[src/rtl/chess_countdown_timer.sv]
`default_nettype none
// ============================================================================
//  Module   : chess_countdown_timer
//  Purpose  : One player's chess clock. Counts down from a preset M:SS, one
//             second per CLOCK_FREQ enabled clock cycles, and decodes the
//             remaining time onto three active-low 7-segment digits.
//  Ports    : clock       - system clock, rising-edge active
//             reset       - asynchronous, active-low; reloads the preset time
//             flag        - count enable (player to move, game live)
//             SegMins     - minutes digit, {g,f,e,d,c,b,a}, active-low
//             SegSecTens  - tens-of-seconds digit (0-5), active-low
//             SegSecUnits - units-of-seconds digit (0-9), active-low
//             Timeout     - high while the remaining time is 0:00
//  Revision : 1.0 - initial release
// ============================================================================
module chess_countdown_timer #(
  parameter int CLOCK_FREQ = 50000000,
  parameter int START_MINS = 5,
  parameter int START_SECS = 0
) (
  input  logic       clock,
  input  logic       reset,
  input  logic       flag,
  output logic [6:0] SegMins,
  output logic [6:0] SegSecTens,
  output logic [6:0] SegSecUnits,
  output logic       Timeout
);

  // CLOCK_FREQ >= 2 always gives a width of at least 1; the guard keeps the
  // declaration legal even if someone misconfigures the block.
  localparam int PRE_W = (CLOCK_FREQ > 1) ? $clog2(CLOCK_FREQ) : 1;

  localparam logic [PRE_W-1:0] C_PRE_LAST   = PRE_W'(CLOCK_FREQ - 1);
  localparam logic [3:0]       C_MINS_INIT  = 4'(START_MINS);
  localparam logic [2:0]       C_TENS_INIT  = 3'(START_SECS / 10);
  localparam logic [3:0]       C_UNITS_INIT = 4'(START_SECS % 10);

  logic [PRE_W-1:0] pre_q,   pre_d;
  logic [3:0]       mins_q,  mins_d;
  logic [2:0]       tens_q,  tens_d;
  logic [3:0]       units_q, units_d;

  logic w_zero;

  // Active-low 7-segment decode, bit order {g,f,e,d,c,b,a}.
  function automatic logic [6:0] seg7(input logic [3:0] digit);
    logic [6:0] seg;
    case (digit)
      4'd0:    seg = 7'h40;
      4'd1:    seg = 7'h79;
      4'd2:    seg = 7'h24;
      4'd3:    seg = 7'h30;
      4'd4:    seg = 7'h19;
      4'd5:    seg = 7'h12;
      4'd6:    seg = 7'h02;
      4'd7:    seg = 7'h78;
      4'd8:    seg = 7'h00;
      4'd9:    seg = 7'h10;
      default: seg = 7'h7F;
    endcase
    return seg;
  endfunction

  assign w_zero = (mins_q == 4'd0) && (tens_q == 3'd0) && (units_q == 4'd0);

  always_comb begin
    pre_d   = pre_q;
    mins_d  = mins_q;
    tens_d  = tens_q;
    units_d = units_q;

    // Pausing (flag=0) freezes the prescaler too, so a partially elapsed
    // second is carried across the pause. At 0:00 everything freezes.
    if (flag && !w_zero) begin
      if (pre_q == C_PRE_LAST) begin
        pre_d = '0;
        // One-second BCD borrow chain. The non-zero guard above ensures the
        // final branch only runs with mins_q > 0, so there is no wrap.
        if (units_q != 4'd0) begin
          units_d = units_q - 4'd1;
        end else begin
          units_d = 4'd9;
          if (tens_q != 3'd0) begin
            tens_d = tens_q - 3'd1;
          end else begin
            tens_d = 3'd5;
            mins_d = mins_q - 4'd1;
          end
        end
      end else begin
        pre_d = pre_q + 1'b1;
      end
    end
  end

  always_ff @(posedge clock or negedge reset) begin
    if (!reset) begin
      pre_q   <= '0;
      mins_q  <= C_MINS_INIT;
      tens_q  <= C_TENS_INIT;
      units_q <= C_UNITS_INIT;
    end else begin
      pre_q   <= pre_d;
      mins_q  <= mins_d;
      tens_q  <= tens_d;
      units_q <= units_d;
    end
  end

  assign SegMins     = seg7(mins_q);
  assign SegSecTens  = seg7({1'b0, tens_q});
  assign SegSecUnits = seg7(units_q);
  assign Timeout     = w_zero;

endmodule
`default_nettype wire

[config.mk]
export PLATFORM = sky130hd
export DESIGN_NAME = chess_countdown_timer
export DESIGN_NICKNAME = d
export VERILOG_FILES = /design/src/rtl/chess_countdown_timer.sv
export SDC_FILE = /design/constraint.sdc
export NUM_CORES = 1
export LEC_CHECK = 0
export CAP_MARGIN = 20
export CORE_ASPECT_RATIO = 1.4
export CORE_MARGIN = 2
export CORE_UTILIZATION = 55
export DETAILED_ROUTE_END_ITERATION = 10
export MAX_ROUTING_LAYER = met4
export PLACE_DENSITY = 0.77
export SLEW_MARGIN = 10
export SYNTH_ARGS = -nofsm -noshare
export SYNTH_HDL_FRONTEND = slang
export SYNTH_SLANG_ARGS = --single-unit
[constraint.sdc]
create_clock -name clock -period 3.4 [get_ports clock]
set_clock_uncertainty 0.05 [all_clocks]
set_input_delay 0.85 -clock clock [delete_from_list [all_inputs] [get_ports clock]]
set_output_delay 0.85 -clock clock [all_outputs]
set_load 0.01 [all_outputs]
### Word-level counts from Yosys, hierarchy flattened

Memories as Yosys holds them, arrays and structs flattened.
Cells that the tools add are included.

* $add $sub $neg: 4
* $mul: 0
* div/mod/pow operators: 0
* order comparisons: 0
* equality and inequality tests: 1
* shift-type cells: 0
* multiplexer cells: 3
* bitwise gates (word level): 2
* reductions and logical operators: 12

Operators by type and width (number)
* adder 26 x 1 -> 26 bit (second input constant): 1
* equality test 26 bit (second input constant): 1
* two-way mux 26 bit: 1
* logical NOT 4 bit: 2
* subtractor 4 x 1 -> 4 bit (second input constant): 2
* two-way mux 4 bit: 1
* AND reduction 4 bit: 1
* nonzero test 4 bit: 1
* logical AND 1 bit: 3
* logical NOT 3 bit: 1
* two-way mux 3 bit: 1
* AND reduction 3 bit: 1
* nonzero test 3 bit: 1
* subtractor 3 x 1 -> 3 bit (second input constant): 1
* inverter 1 bit: 2
* AND reduction 2 bit: 1
* logical NOT 1 bit: 1

* register bits after elaboration: 37
* latch bits: 0
* RAM bits: 0
* bits in read-only memories: 280
* input bits: 3
* output and inout bits: 22
* logic and storage cells: 29
* memories kept: 3

Memory list
* (no name shown): words 16, bits a word 7, read ports 1, clocked after memory_dff 0, wr ports 0, RTL line 49 `case (digit)`
* (no name shown): words 16, bits a word 7, read ports 1, clocked after memory_dff 0, wr ports 0, RTL line 49
* (no name shown): words 8, bits a word 7, read ports 1, clocked after memory_dff 0, wr ports 0, RTL line 49

### Longest topological paths before layout

* depth after elaboration: 6
* depth in mapped cells: 10

### Worst setup path before layout

Ideal clock, no wire load.

* kind: flip-flop to output port
* start: register units_q[1]
* end: output Timeout
* data arrival time: 1.594 ns
* path slack: 0.906 ns
* stages on the path, launching flop included: 6
* cell sequence: dfrtp_1 > inv_1 > ha_1 > or3b_1 > clkbuf_2 > nor4_2

* word-level cells in the longest chain between the ends: 2

RTL lines
* start, declared: RTL line 42 `logic [3:0] units_q, units_d;`
* start signal, assigned: RTL line 107 `units_q <= units_d;`
* logical NOT 4 bit: RTL line 65 `assign w_zero = (mins_q == 4'd0) && (tens_q == 3'd0) && (units_q == 4'd0);`
* logical AND 1 bit: RTL line 65
* end, declared: RTL line 27 `output logic Timeout`

Every way passes these cells.

### Worst setup path after layout

Ends and elaborated chain as after synthesis.

==> out/metrics.yaml <==
status: "finished clean"
finalSetupViolCount: 0
clkLatencyLatePin_ns: 0.29
wl_met1_um: 2254
whs_ns: 0.4320
avgViaCountPerCell: 5.872
die_h_um: 84.84
seq_area_frac_synth_pct: 36.16
ctsLongestPathBuffers: 2
syn-num-nets: 318
r2r_cells: 7
netlist_top_cells_area: "dfrtp_1 34%, ha_1 9.3%, a21oi_1 4.1%, nor2_1 3.8%, nand4_1 3.2%"
drc: 0
clock_tree.root_cell: "clkbuf_8"
n_antenna_cell: 0
final.period_utilization_pct: 96.99
start_util_pct: 57.06
wl_met3_um: 214
clock.fmax_mhz: 303.2
synth_most_common_cell: "dfrtp_1"
grtUsageTotal_pct: 23.66
routed_wl_um: 5583
tightest_slew_ns: 0.8325
coreArea_um2: 4499
synth_ff_type: "dfrtp_1"
cts_setup_buffers: 0
postRouteAntennaNets: 0
firstDrtPassIters: 4
die-area_um2: 5238
power.density_nw_per_um2: 327.6
cts.htree.levels: 2
first_global_vias: 2100
holdCritPathClass: "flip-flop to flip-flop"
maxCapViolations: 0
drv_slew: 0
ys_ff_latch: 37
postCtsHoldBufs: 0
die_w_um: 61.75
dr_wl_met2_um: 3003
stdcell_count: 376
synthArstFlopShare_pct: 100.0
drive_gt1_share_pct: 8.917
syn_area_um2: 2567
worstPathRequired_ns: 2.50
yosys.area.top_type: "dfrtp_1"
p_leak_uw: 0.001289
cts_num_sinks: 37
path_max_fanout: 7
start_kind: "flip-flop"
num_io_pins: 25
grt_pass1_wl_um: 9225
netlist.area_leader.share_pct: 34.11
cts_tree: "yes"
dp_hpwl_um: 4169
vias: 2208
relSlewSlack_pct: 44.50
clk_pin_slew_ns: 0.07
grt_max_degree: 38
rsz0062_at_grt: "no"
cts_made_buffers: 5
synth_cells: 296
yosysUniqueCellTypes: 44
place_congestion: 0.9378
antenna_found_initial: 0
ys_warn_count: 0
nets: 336
grt_overflow: 0
dpl.cell_count: 369
synthToLayoutAreaGrowth_pct: 13.79
multi_input_area_um2: 1489
avgSynthCellArea_um2: 8.674
wl_per_cell_um: 14.85
synth_edf_count: 0
drt_iter0_drc: 145
place_area_um2: 2833
ys_top_cells_by_count: "35 x dfrtp_1, 26 x nor2_1, 21 x a21oi_1"
design_area_um2: 2922
rows: 29
hold_path_depth: 1
worst-setup-path-type: "flip-flop to primary output"
num-fill-cells: 416
fin_tns_setup_ns: 0
regArea_um2: 928.4
hold_viol: 0
crit_path_end_kind: "primary output"
cp.arrival_ns: 2.40
ir_worst_vdd_uv: 397.2
port_buffers: 24
top_layer: "met4"
min_period_ns: 3.298
-- worst max-delay path, cell delays in order, from the launching register on --
cell,delay [ns]
dfrtp_1,0.45
inv_2,0.15
ha_1,0.23
or3b_4,0.44
nor4_2,0.25
clkdlybuf4s50_1,0.58
-- cell families after synthesis --
logic type | after synthesis | share of synthesized area, %
compound gates | 64 | 15.01
flops | 37 | 36.16
buf+inv | 37 | 5.945
simple gates | 115 | 24.51
xor+xnor | 11 | 3.752
fa+ha+maj | 19 | 9.259
mux | 13 | 5.361
-- flip-flops by register name, indices dropped and copies added, names as in the netlist --
register  count
pre_q        26
tens_q        3
units_q       4
mins_q        4
-- worst paths after layout --
kind | slack (ns) | to | startpoint
hold reg to reg | 0.43 | pre_q[25]$_DFFE_PN0N_ | pre_q[25]$_DFFE_PN0N_
max in group asynchronous | 2.16 | pre_q[4]$_DFFE_PN0N_ | reset
setup reg to reg | 0.66 | pre_q[13]$_DFFE_PN0N_ | units_q[1]$_DFFE_PN0P_
setup / recovery | 0.10 | Timeout | units_q[1]$_DFFE_PN0P_
min in group asynchronous | 0.61 | units_q[1]$_DFFE_PN0P_ | reset
hold / removal | 0.43 | pre_q[25]$_DFFE_PN0N_ | pre_q[25]$_DFFE_PN0N_
-- what timing repair did --
| action | CTS | global route |
|---|---|---|
| setup endpoints to repair | 1 | 1 |
| pin swaps | 0 | 0 |
| resized for setup | 1 | 2 |
-- per-layer routing --
layer,up-vias,global-route usage (%)
met3,10,3.354
met5,-,-
met2,46,40.67
li1,1099,-
met1,1053,27.05
met4,0,8.511
-- layout by cell type (no fill, tap or decap), drive strengths merged, types with 3 or more instances in the layout --
cell,count
dfrtp,35
nor2,26
clkdlybuf4s50,23
a21oi,21
inv,20
ha,19
o21ai,18
nand2,13
nand4,13
nand3,12
nor3,11
and3,10
a31oi,8
mux2i,7
clkbuf,7
mux2,6
xnor2,6
xor2,5
or4,5
a21o,5
nor4,5
buf,5
or2,4
and4,4
nand2b,3
a22o,3
-- power breakdown --
group / internal [µW] / leakage (µW) / total (µW) / switching, µW
clock: 161 / 0.0000443 / 308 / 147
sequential: 482 / 0.000457 / 541 / 58.9
combinational: 48.5 / 0.000788 / 108 / 59.5
-- cell type report --
class	instances	area share, %
well taps	62	2.655
inverters	20	2.570
flip-flops and latches	37	31.78
multi-input cells	222	50.96
repair buffers	28	9.079
clock buffers	7	2.955
-- stage by stage --
| stage | utilization, % | power [µW] | setup WS [ns] |
|---|---|---|---|
| 4_1_cts | 64.93 | 965.8 | 0.05105 |
| 3_5_place_dp | 62.96 | 657.2 | 0.3042 |
| 5_1_grt | 64.93 | 1004 | 0.02260 |
| 2_1_floorplan | - | 611.6 | 0.9062 |
| 3_3_place_gp | 62.96 | 652.8 | 0.3622 |
| 6_report | 64.93 | 957.0 | 0.1022 |
No activity file was read; power rests on OpenSTA's default activity.
